File: src/rtl/demux_dispatcher.sv
// demux_dispatcher: FIFO-buffered valid/ready front end that feeds a demux's data/select through a registered output stage.
// Define DEMUX_DISPATCH_STATS_EN to enable saturating accept/drop counters on stat_acc/stat_drop.

module demux_dispatcher #(
    parameter int unsigned DATA_W   = 1,
    parameter int unsigned NUM_OUTS = 16,
    parameter int unsigned SEL_W    = ($clog2(NUM_OUTS) > 0 ? $clog2(NUM_OUTS) : 1),
    parameter int unsigned DEPTH    = 4
) (
    input  logic                   clk,
    input  logic                   rst,
    input  logic                   in_valid,
    output logic                   in_ready,
    input  logic [DATA_W-1:0]      in_data,
    input  logic [SEL_W-1:0]       in_dest,
    input  logic                   rr_mode,
    output logic [DATA_W-1:0]      dout,
    output logic [SEL_W-1:0]       sel,
    output logic                   dout_valid,
    input  logic [NUM_OUTS-1:0]    dst_ready,
    output logic [$clog2(DEPTH):0] level,
    output logic                   err_dest,
    output logic [15:0]            stat_acc,
    output logic [15:0]            stat_drop
);

    localparam int unsigned AW = $clog2(DEPTH);
    localparam int unsigned CW = AW + 1;

    logic [DATA_W-1:0] mem_data [DEPTH];
    logic [SEL_W-1:0]  mem_sel  [DEPTH];
    logic [AW-1:0]     wr_ptr;
    logic [AW-1:0]     rd_ptr;
    logic [CW-1:0]     fifo_count;
    logic [SEL_W-1:0]  rr_ptr;

    logic              fifo_empty;
    logic              full;
    logic              accept;
    logic              dest_oor;
    logic              drop;
    logic              push;
    logic [SEL_W-1:0]  dest;
    logic              retire;
    logic              load;
    logic              pop;
    logic              bypass;
    logic              wr_en;

    // Handshake, destination resolution and output-register load decisions.
    always_comb begin
        fifo_empty = (fifo_count == '0);
        full       = (fifo_count == CW'(DEPTH));
        in_ready   = !rst && !full;
        accept     = in_valid && in_ready;
        dest_oor   = ({1'b0, in_dest} >= (SEL_W + 1)'(NUM_OUTS));
        dest       = rr_mode ? rr_ptr : in_dest;
        drop       = accept && !rr_mode && dest_oor;
        push       = accept && !drop;
        retire     = dout_valid && dst_ready[sel];
        load       = !dout_valid || retire;
        pop        = load && !fifo_empty;
        // Bypass straight into the output register only when nothing is queued ahead.
        bypass     = load && fifo_empty && push;
        wr_en      = push && !bypass;
    end

    assign level = fifo_count + CW'(dout_valid);

    // Storage array needs no reset; occupancy is tracked by the pointers.
    always_ff @(posedge clk) begin
        if (wr_en) begin
            mem_data[wr_ptr] <= in_data;
            mem_sel[wr_ptr]  <= dest;
        end
    end

    always_ff @(posedge clk or posedge rst) begin
        if (rst) begin
            wr_ptr     <= '0;
            rd_ptr     <= '0;
            fifo_count <= '0;
            rr_ptr     <= '0;
            dout       <= '0;
            sel        <= '0;
            dout_valid <= 1'b0;
            err_dest   <= 1'b0;
        end else begin
            if (wr_en) begin
                wr_ptr <= wr_ptr + AW'(1);
            end
            if (pop) begin
                rd_ptr <= rd_ptr + AW'(1);
            end
            case ({wr_en, pop})
                2'b10:   fifo_count <= fifo_count + CW'(1);
                2'b01:   fifo_count <= fifo_count - CW'(1);
                default: fifo_count <= fifo_count;
            endcase

            if (pop) begin
                dout       <= mem_data[rd_ptr];
                sel        <= mem_sel[rd_ptr];
                dout_valid <= 1'b1;
            end else if (bypass) begin
                dout       <= in_data;
                sel        <= dest;
                dout_valid <= 1'b1;
            end else if (load) begin
                dout_valid <= 1'b0;
            end

            if (accept && rr_mode) begin
                rr_ptr <= (rr_ptr == SEL_W'(NUM_OUTS - 1)) ? '0 : rr_ptr + SEL_W'(1);
            end
            if (drop) begin
                err_dest <= 1'b1;
            end
        end
    end

`ifdef DEMUX_DISPATCH_STATS_EN
    // Saturating counters; dropped words still count as accepted.
    always_ff @(posedge clk or posedge rst) begin
        if (rst) begin
            stat_acc  <= '0;
            stat_drop <= '0;
        end else begin
            if (accept && (stat_acc != 16'hFFFF)) begin
                stat_acc <= stat_acc + 16'd1;
            end
            if (drop && (stat_drop != 16'hFFFF)) begin
                stat_drop <= stat_drop + 16'd1;
            end
        end
    end
`else
    assign stat_acc  = '0;
    assign stat_drop = '0;
`endif

endmodule

File: config.mk
export PLATFORM = sky130hd
export DESIGN_NAME = demux_dispatcher
export DESIGN_NICKNAME = d
export VERILOG_FILES = /design/src/rtl/demux_dispatcher.sv
export SDC_FILE = /design/constraint.sdc
export NUM_CORES = 1
export LEC_CHECK = 0
export ABC_CLOCK_PERIOD_IN_PS = 7910
export BUFFER_PORTS_ARGS = -buffer_cell sky130_fd_sc_hd__buf_4
export CAP_MARGIN = 10
export CORE_MARGIN = 5
export CORE_UTILIZATION = 35
export DETAILED_ROUTE_END_ITERATION = 6
export PLACE_DENSITY = 0.56
export SYNTH_ARGS = -nofsm -noshare
export SYNTH_HDL_FRONTEND = slang
export SYNTH_SLANG_ARGS = --single-unit
export TNS_END_PERCENT = 1
File: constraint.sdc
create_clock -name clk -period 7.91 [get_ports clk]
set_clock_uncertainty 0.05 [all_clocks]
set_input_delay 0.791 -clock clk [delete_from_list [all_inputs] [get_ports clk]]
set_output_delay 0.791 -clock clk [all_outputs]
set_load 0.03 [all_outputs]
==> results by group, run 1 <==
Drt
  – Final WL: 4160 um
  – Routed WL per cell: 13.7 um
  – DRT Pass-1 Iters: 4
  – Routed via count: 1403
  – Final ANT Viol Nets: 0
  – Vias/cell: 4.62
  – First DRT Iteration DRCs: 54
  – Drt drc: 0

Synth
  – Compound-Gate Fraction of Synth Area: 10.1%
  – Synth warn: 0
  – Seq cells post-synth: 37
  – Adder-cell area share of the yosys netlist: 5.40%
  – Largest family of logic cells by synthesized area: buffers and inverters
  – Synth async-reset ratio: 45.9%
  – Ys flop type: edfxtp_1
  – Post-Synthesis Cells: 194
  – Number of flops mapped to enable cells by yosys: 20
  – Syn avg cell area: 11.5 um^2
  – Register area share after synthesis: 46.1%
  – Synthesized-area fraction occupied by xor and xnor cells: 2.76%
  – Simple-Gate Fraction of Synth Area: 8.22%
  – Multiplexer share of the synthesized area: 12.4%
  – Post-Syn Area: 2220 um^2
  – Distinct cells, synth: 39

Die
  – Die area: 8050 um^2
  – Num ports: 68
  – Die Y: 89.7 um
  – Core Region: 6280 um^2
  – # rows: 29
  – Die span in x: 89.7 um
  – Initial Utilization: 35.4%

Critical path
  – CP arrival: 2980 ps
  – Crit path launch type: flip-flop
  – Worst path required time: 8030 ps
  – Crit path max fanout: 8
  – WS Path Type: flip-flop to flip-flop
  – CP Capture Type: flip-flop

Power and ir drop
  – Internal power: 0.565 mW
  – Switching part of the total: 42.7%
  – Cell area power density: 396 nW/um^2
  – Combinational power share: 52.3%
  – Flop pwr share: 35.0%
  – Max VDD drop: 164 uV
  – Sw Pwr: 0.421 mW
  – Leakage dissipation: 1.08 nW
  – Clk network pwr share: 12.7%

Clock network
  – Post-CTS Hold Fix Bufs: 0
  – Clk sinks: 37
  – PostCTS Resize Cnt: 0
  – Clk root buf: clkbuf_8
  – Num CTS Buffers: 5
  – CTS clk-pin slew, worst paths: 70 ps
  – Worst skew pair latency: 290 ps
  – Post-CTS Setup Repair Bufs: 0
  – H-tree depth: 2
  – TritonCTS clock tree: yes
  – Clock Path Buffers: 2

Global route
  – Vias in the first global route: 1448
  – Grt total ovfl: 0
  – GR Layer Usage met3: 3.01%
  – Global-route wire length before repair: 6960 um
  – Routing usage on met2: 16.6%
  – Initial antenna violation count: 0
  – Grt peak-use layer: met2
  – Largest net degree at the start of global routing: 19
  – GR met1 Demand/Resource: 13.6%
  – GRT Util Overall: 10.5%

Final layout
  – Final core occ: 39.7%
  – # nets final: 260
  – Commonest non-fill, non-tap cells in the layout: buf_4, conb_1, nor2_1, edfxtp_1, dfrtp_1
  – Diode count: 0
  – Filler cells: 623
  – Share of cells above drive strength 1: 26.4%
  – Post-Layout Cell Count: 304
  – Area growth, synth to finish: 12.0%
  – Commonest non-fill, non-tap cell in the layout: buf_4

Flow run
  – Max cap viols: 0

Timing
  – Final min period: 2860 ps
  – Pins Over Slew Limit: 0
  – Worst-Margin Slew: 992 ps
  – Fmax: 350 MHz
  – RSZ-0062 raised after global routing: no
  – Period utilization: 36.1%
  – Worst slew margin: 33.3%
  – Final setup TNS: 0 ps
  – Setup-failing EPs final: 0
  – Final Hold Fails: 0

Placed design
  – DP Wirelength: 3170 um
  – Final Wtd Congestion: 0.702
  – Port Buf Inserts: 34
  – Placed Instances: 296

Min path
  – HP Class: flip-flop to flip-flop

Status
  – Status: finished clean
==> sequential cells by signal, summed over array words and instances, names as in the netlist, 2 cells and up <==
register / count
mem_data: 4
sel: 4
mem_sel: 16
fifo_count: 3
rr_ptr: 4
wr_ptr: 2
rd_ptr: 2
==> worst paths after layout <==
kind	from	to	slack (ps)	depth (start not counted)
setup / recovery	sel[0]$_DFFE_PP0P_	fifo_count[2]$_DFFE_PP0P_	5050	11
hold / removal	rr_ptr[3]$_DFFE_PP0P_	rr_ptr[3]$_DFFE_PP0P_	450	1
setup reg to reg	sel[0]$_DFFE_PP0P_	fifo_count[2]$_DFFE_PP0P_	5050	11
hold reg to reg	rr_ptr[3]$_DFFE_PP0P_	rr_ptr[3]$_DFFE_PP0P_	450	1
max in group asynchronous	rst	rr_ptr[3]$_DFFE_PP0P_	6790	2
min in group asynchronous	rst	dout$_DFFE_PP0P_	580	2
==> Yosys cell counts (5+ instances only) <==
cell,n,area (um^2)
dfrtp_1,17,425
buf_4,34,255
ha_1,8,100
mux2_2,7,78.8
a21oi_1,9,45.0
nand2_1,10,37.5
nor2_1,20,75.1
inv_1,9,33.8
edfxtp_1,20,601
mux4_2,7,158
o22a_1,5,43.8
==> through the flow <==
step | hold WS (ps) | cell area, um^2 | worst slack, ps | power [mW]
floorplan | 411 | 2340 | 4970 | 0.770
global placement | 447 | 2410 | 4780 | 0.869
detailed placement | 453 | 2410 | 4730 | 0.875
CTS | 459 | 2490 | 5010 | 1.00
global route | 484 | 2490 | 4800 | 1.07
finish | 451 | 2490 | 5050 | 0.986
==> worst max-delay path, stage by stage (launching register included) <==
cell	delay [ps]
dfrtp_1	520
mux4_2	550
o2bb2ai_1	220
o22a_4	210
and2_1	240
o21ai_0	130
ha_1	230
inv_1	70
fa_1	170
xor2_1	140
nor2_1	60
xor2_1	140
==> layer usage <==
layer / part of all wire, % / wire [um]
met1: 46 / 1930
met2: 44 / 1840
met3: 8.3 / 344
met4: 1.2 / 51
met5: 0 / 0
==> layout make-up <==
| type | count | area (um^2) | share of cell area (%) |
|---|---|---|---|
| Clock buffer | 6 | 72.6 | 2.91 |
| Multi-Input combinational cell | 138 | 990 | 39.7 |
| Clock inverter | 2 | 10.0 | 0.402 |
| Inverter | 9 | 33.8 | 1.36 |
| Sequential cell | 37 | 1030 | 41.2 |
| Timing Repair Buffer | 35 | 263 | 10.5 |
| Tap cell | 77 | 96.3 | 3.87 |
==> cell families (layout without fill, tap and decap cells) <==
kind of cell	after synthesis	in the layout
adders and majority gates	9	9
buffers and inverters	51	52
AOI/OAI and AO/OA	29	29
and+or+nand+nor	42	42
DFF	37	37
other	1	33
xor gates and xnor gates	7	7
muxes	18	18
==> power by group through the flow <==
stage | registers, mW | logic [mW] | clock network, mW
3_3_place_gp | 0.351 | 0.517 | 0
5_1_grt | 0.360 | 0.576 | 0.138
4_1_cts | 0.348 | 0.524 | 0.130
3_5_place_dp | 0.352 | 0.523 | 0
6_report | 0.345 | 0.516 | 0.125
2_1_floorplan | 0.338 | 0.432 | 0
Note: power is estimated with default switching activity, not from simulation.
==> run 2: changes to the inputs <==
ABC_AREA = 1   (was not set)
ABC_CLOCK_PERIOD_IN_PS = 2450   (was 7910)
PLACE_DENSITY = 0.58   (was 0.56)
clock period = 2.45 ns   (was 7.91 ns; I/O delays follow)
==> run 2 against run 1 <==
- synthesized cell count grew 30%
- fmax is 27% higher
- critical path depth up 2
- cell count rose by 24%
- clock power grew to 3.3 times the previous value
- register-to-register slack lost 4900 ps
- sequential cell count unchanged
- critical endpoint is now fifo_count[1]$_DFFE_PP0P_
==> results by group, run 2 <==
Final layout
  – Final core occ: 41.9% (+2.2 points)
  – Max reg flops: 16 (unchanged)
  – Share of cells above drive strength 1: 25.8% (-0.68 points)
  – # nets final: 332 (+28%)
  – Area of the multi-input gates: 978 um^2 (-1.1%)
  – Storage cell area: 1030 um^2 (+0.12%)
  – Most flops, register: mem_sel
  – Design Area, Final: 2660 um^2 (+6.8%)
  – Filler cells: 660 (+5.9%)
  – Commonest non-fill, non-tap cells in the layout: nand2_1, buf_4, conb_1
  – Diode count: 0 (unchanged)
  – Commonest non-fill, non-tap cell in the layout: nand2_1
  – Area growth, synth to finish: 16.4%

Timing
  – Period utilization: 92.0% (+56 points)
  – Setup-failing EPs final: 0 (unchanged)
  – RSZ-0062 raised after global routing: no
  – Final setup TNS: 0 ps (unchanged)
  – Worst slew margin: 53.5% (+20 points)
  – Final min period: 2250 ps (-605 ps)
  – Worst-Margin Slew: 697 ps (-295 ps)
  – Final Hold Fails: 0 (unchanged)
  – Fmax: 444 MHz (+27%)
  – Pins Over Slew Limit: 0 (unchanged)

Critical path
  – Critical path's top delay family: adder cells
  – WS Path Type: flip-flop to flip-flop
  – Buffers and inverters on the worst path: 3 (+2)
  – Cell Chain, Critical Path: buf_12 > inv_8 > nand2_1 > nand3_1 > nand3_1 > nand3_2 > nand3_4 > nand2_4 > nand2_4 > ha_1 > inv_1 > fa_2 > o21ai_0
  – Worst path required time: 2610 ps (-5420 ps)
  – Crit path max fanout: 8 (unchanged)
  – Slowest Stage Delay on Critical Path: 450 ps (-100 ps)
  – Slowest cell on the critical path: fa_2
  – CP arrival: 2410 ps (-570 ps)
  – CP Capture Type: flip-flop
  – Crit path launch type: flip-flop

Drt
  – Routed via count: 1655 (+18%)
  – Routed WL per cell: 11.8 um (-14%)
  – Final ANT Viol Nets: 0 (unchanged)
  – Drt drc: 0 (unchanged)
  – DRT Pass-1 Iters: 4 (unchanged)
  – First DRT Iteration DRCs: 83 (+54%)
  – Vias/cell: 4.40 (-4.6%)
  – Final WL: 4450 um (+6.9%)

Die
  – # rows: 29 (unchanged)
  – Num ports: 68 (unchanged)
  – Die Y: 90.8 um (+1.2%)
  – Core Region: 6350 um^2 (+1.2%)
  – Initial Utilization: 36.0% (+0.58 points)
  – Die span in x: 90.8 um (+1.2%)
  – Die area: 8250 um^2 (+2.5%)

Global route
  – Vias in the first global route: 1603 (+11%)
  – Global-route wire length before repair: 7440 um (+6.8%)
  – Grt total ovfl: 0 (unchanged)
  – GRT Util Overall: 11.1% (+0.59 points)
  – Initial antenna violation count: 0 (unchanged)
  – Largest net degree at the start of global routing: 18 (-1)

Placed design
  – Port Buf Inserts: 34 (unchanged)
  – Placed cell area: 2520 um^2 (+4.6%)
  – DP Wirelength: 3430 um (+8.2%)
  – Final Wtd Congestion: 0.792 (+13%)

Synth
  – Adder-cell area share of the yosys netlist: 5.25% (-0.15 points)
  – Multiplexer share of the synthesized area: 0.493% (-12 points)
  – Simple-Gate Fraction of Synth Area: 22.2% (+14 points)
  – Register area share after synthesis: 44.9% (-1.3 points)
  – Top-area cell type share of the netlist area: 26.3% (-0.74 points)
  – Synth async-reset ratio: 45.9% (unchanged)
  – Distinct cells, synth: 35 (-10%)
  – Top cells by area, synth: edfxtp_1, dfrtp_1, buf_4
  – Post-Syn Area: 2290 um^2 (+2.8%)
  – Seq cells post-synth: 37 (unchanged)
  – Number of flops mapped to enable cells by yosys: 20 (unchanged)
  – Largest family of logic cells by synthesized area: simple AND/OR/NAND/NOR gates
  – Compound-Gate Fraction of Synth Area: 7.66% (-2.5 points)
  – Synth warn: 0 (unchanged)
  – Syn avg cell area: 9.07 um^2 (-21%)
  – Top cells by count, synth: nand2_1, buf_4, inv_1
  – Post-Synthesis Cells: 252 (+30%)
  – Count leader, synth: nand2_1
  – Synthesized-area fraction occupied by xor and xnor cells: 1.53% (-1.2 points)
  – Ys flop type: edfxtp_1
  – Synth area leader: edfxtp_1

Power and ir drop
  – Cell area power density: 1340 nW/um^2 (+240%)
  – Max VDD drop: 544 uV (+230%)
  – Overall power: 3.55 mW (+260%)
  – Leakage dissipation: 1.29 nW (+19%)

Status
  – Status: finished clean

Clock network
  – Num CTS Buffers: 5 (unchanged)
  – Post-CTS Hold Fix Bufs: 0 (unchanged)
  – Worst skew pair latency: 290 ps (about the same)
  – Clock Path Buffers: 2 (unchanged)
  – CTS clk-pin slew, worst paths: 70 ps (about the same)
  – H-tree depth: 2 (unchanged)
  – Clk root buf: clkbuf_8
  – TritonCTS clock tree: yes
  – Clk sinks: 37 (unchanged)

Flow run
  – Max cap viols: 0 (unchanged)

Min path
  – HP Class: primary input to async pin
==> run 2: cell types whose count changed in the layout (fill, tap and decap cells not counted), moves of 7 or more <==
cell     previous run  this run
mux4_2              7         0
a21oi_1             9         2
nand2_1            10        56
nand3_1             2        17
inv_1               9        30
nor2_1             20        12
o21ai_0             3        12
==> run 2: through the flow <==
step                      std cells  hold slack [ps]  setup WS [ps]
final                           376             29.1            196
after global routing            376             91.3           7.09
after CTS                       371             43.5            118
after detailed placement        363              370            116
after global placement          363              358            141
after floorplan                 284              121           31.2
==> run 2: logic make-up after synthesis <==
group	after synthesis
other cells	1
fa+ha+maj	9
mux	1
flops	37
xor+xnor	4
buf+inv	71
compound gates	26
simple gates	103
==> run 2: layer usage <==
metal	wire (um)	global-route usage (%)
met1	1950	14.0
met2	2030	17.1
met3	349	3.75
met4	119	5.13
met5	0	0
==> run 2: worst paths after layout <==
check                                   start                   endpoint  slack (ps)  depth (start not counted)
hold reg to reg              dout$_DFFE_PP0P_           dout$_DFFE_PP0P_         430                          2
max in group asynchronous                 rst         sel[0]$_DFFE_PP0P_        1830                          2
setup reg to reg           sel[0]$_DFFE_PP0P_  fifo_count[1]$_DFFE_PP0P_         200                         13
hold / removal                            rst      rr_ptr[2]$_DFFE_PP0P_          30                          2
setup / recovery           sel[0]$_DFFE_PP0P_  fifo_count[1]$_DFFE_PP0P_         200                         13
min in group clk                      in_data      mem_data[1]$_DFFE_PP_         120                          1
==> run 2: worst reg2reg max path, cell delays in order (launching register included) <==
cell,delay [ps]
dfrtp_2,420
buf_12,140
inv_8,60
nand2_1,50
nand3_1,60
nand3_1,100
nand3_2,100
nand3_4,110
nand2_4,100
nand2_4,50
ha_1,180
inv_1,120
fa_2,450
o21ai_0,180
==> run 2: final cells by class <==
class / count / area share [%]
sequential: 37 / 38.6
multi-input combinational: 176 / 36.8
timing repair buffer: 43 / 12.5
inverter: 35 / 5.22
tap: 77 / 3.62
clock buffer: 5 / 2.59
clock inverter: 3 / 0.659
==> run 2: what timing repair did <==
action	4_1_cts	5_1_grt
setup buffers	0	5
setup endpoints to repair	0	2
gates resized for setup	0	3
==> run 2: power breakdown <==
part	internal (mW)	total, mW	switching, mW
sequential	0.875	1.05	0.179
clock	0.196	0.416	0.220
combinational	0.816	2.08	1.27
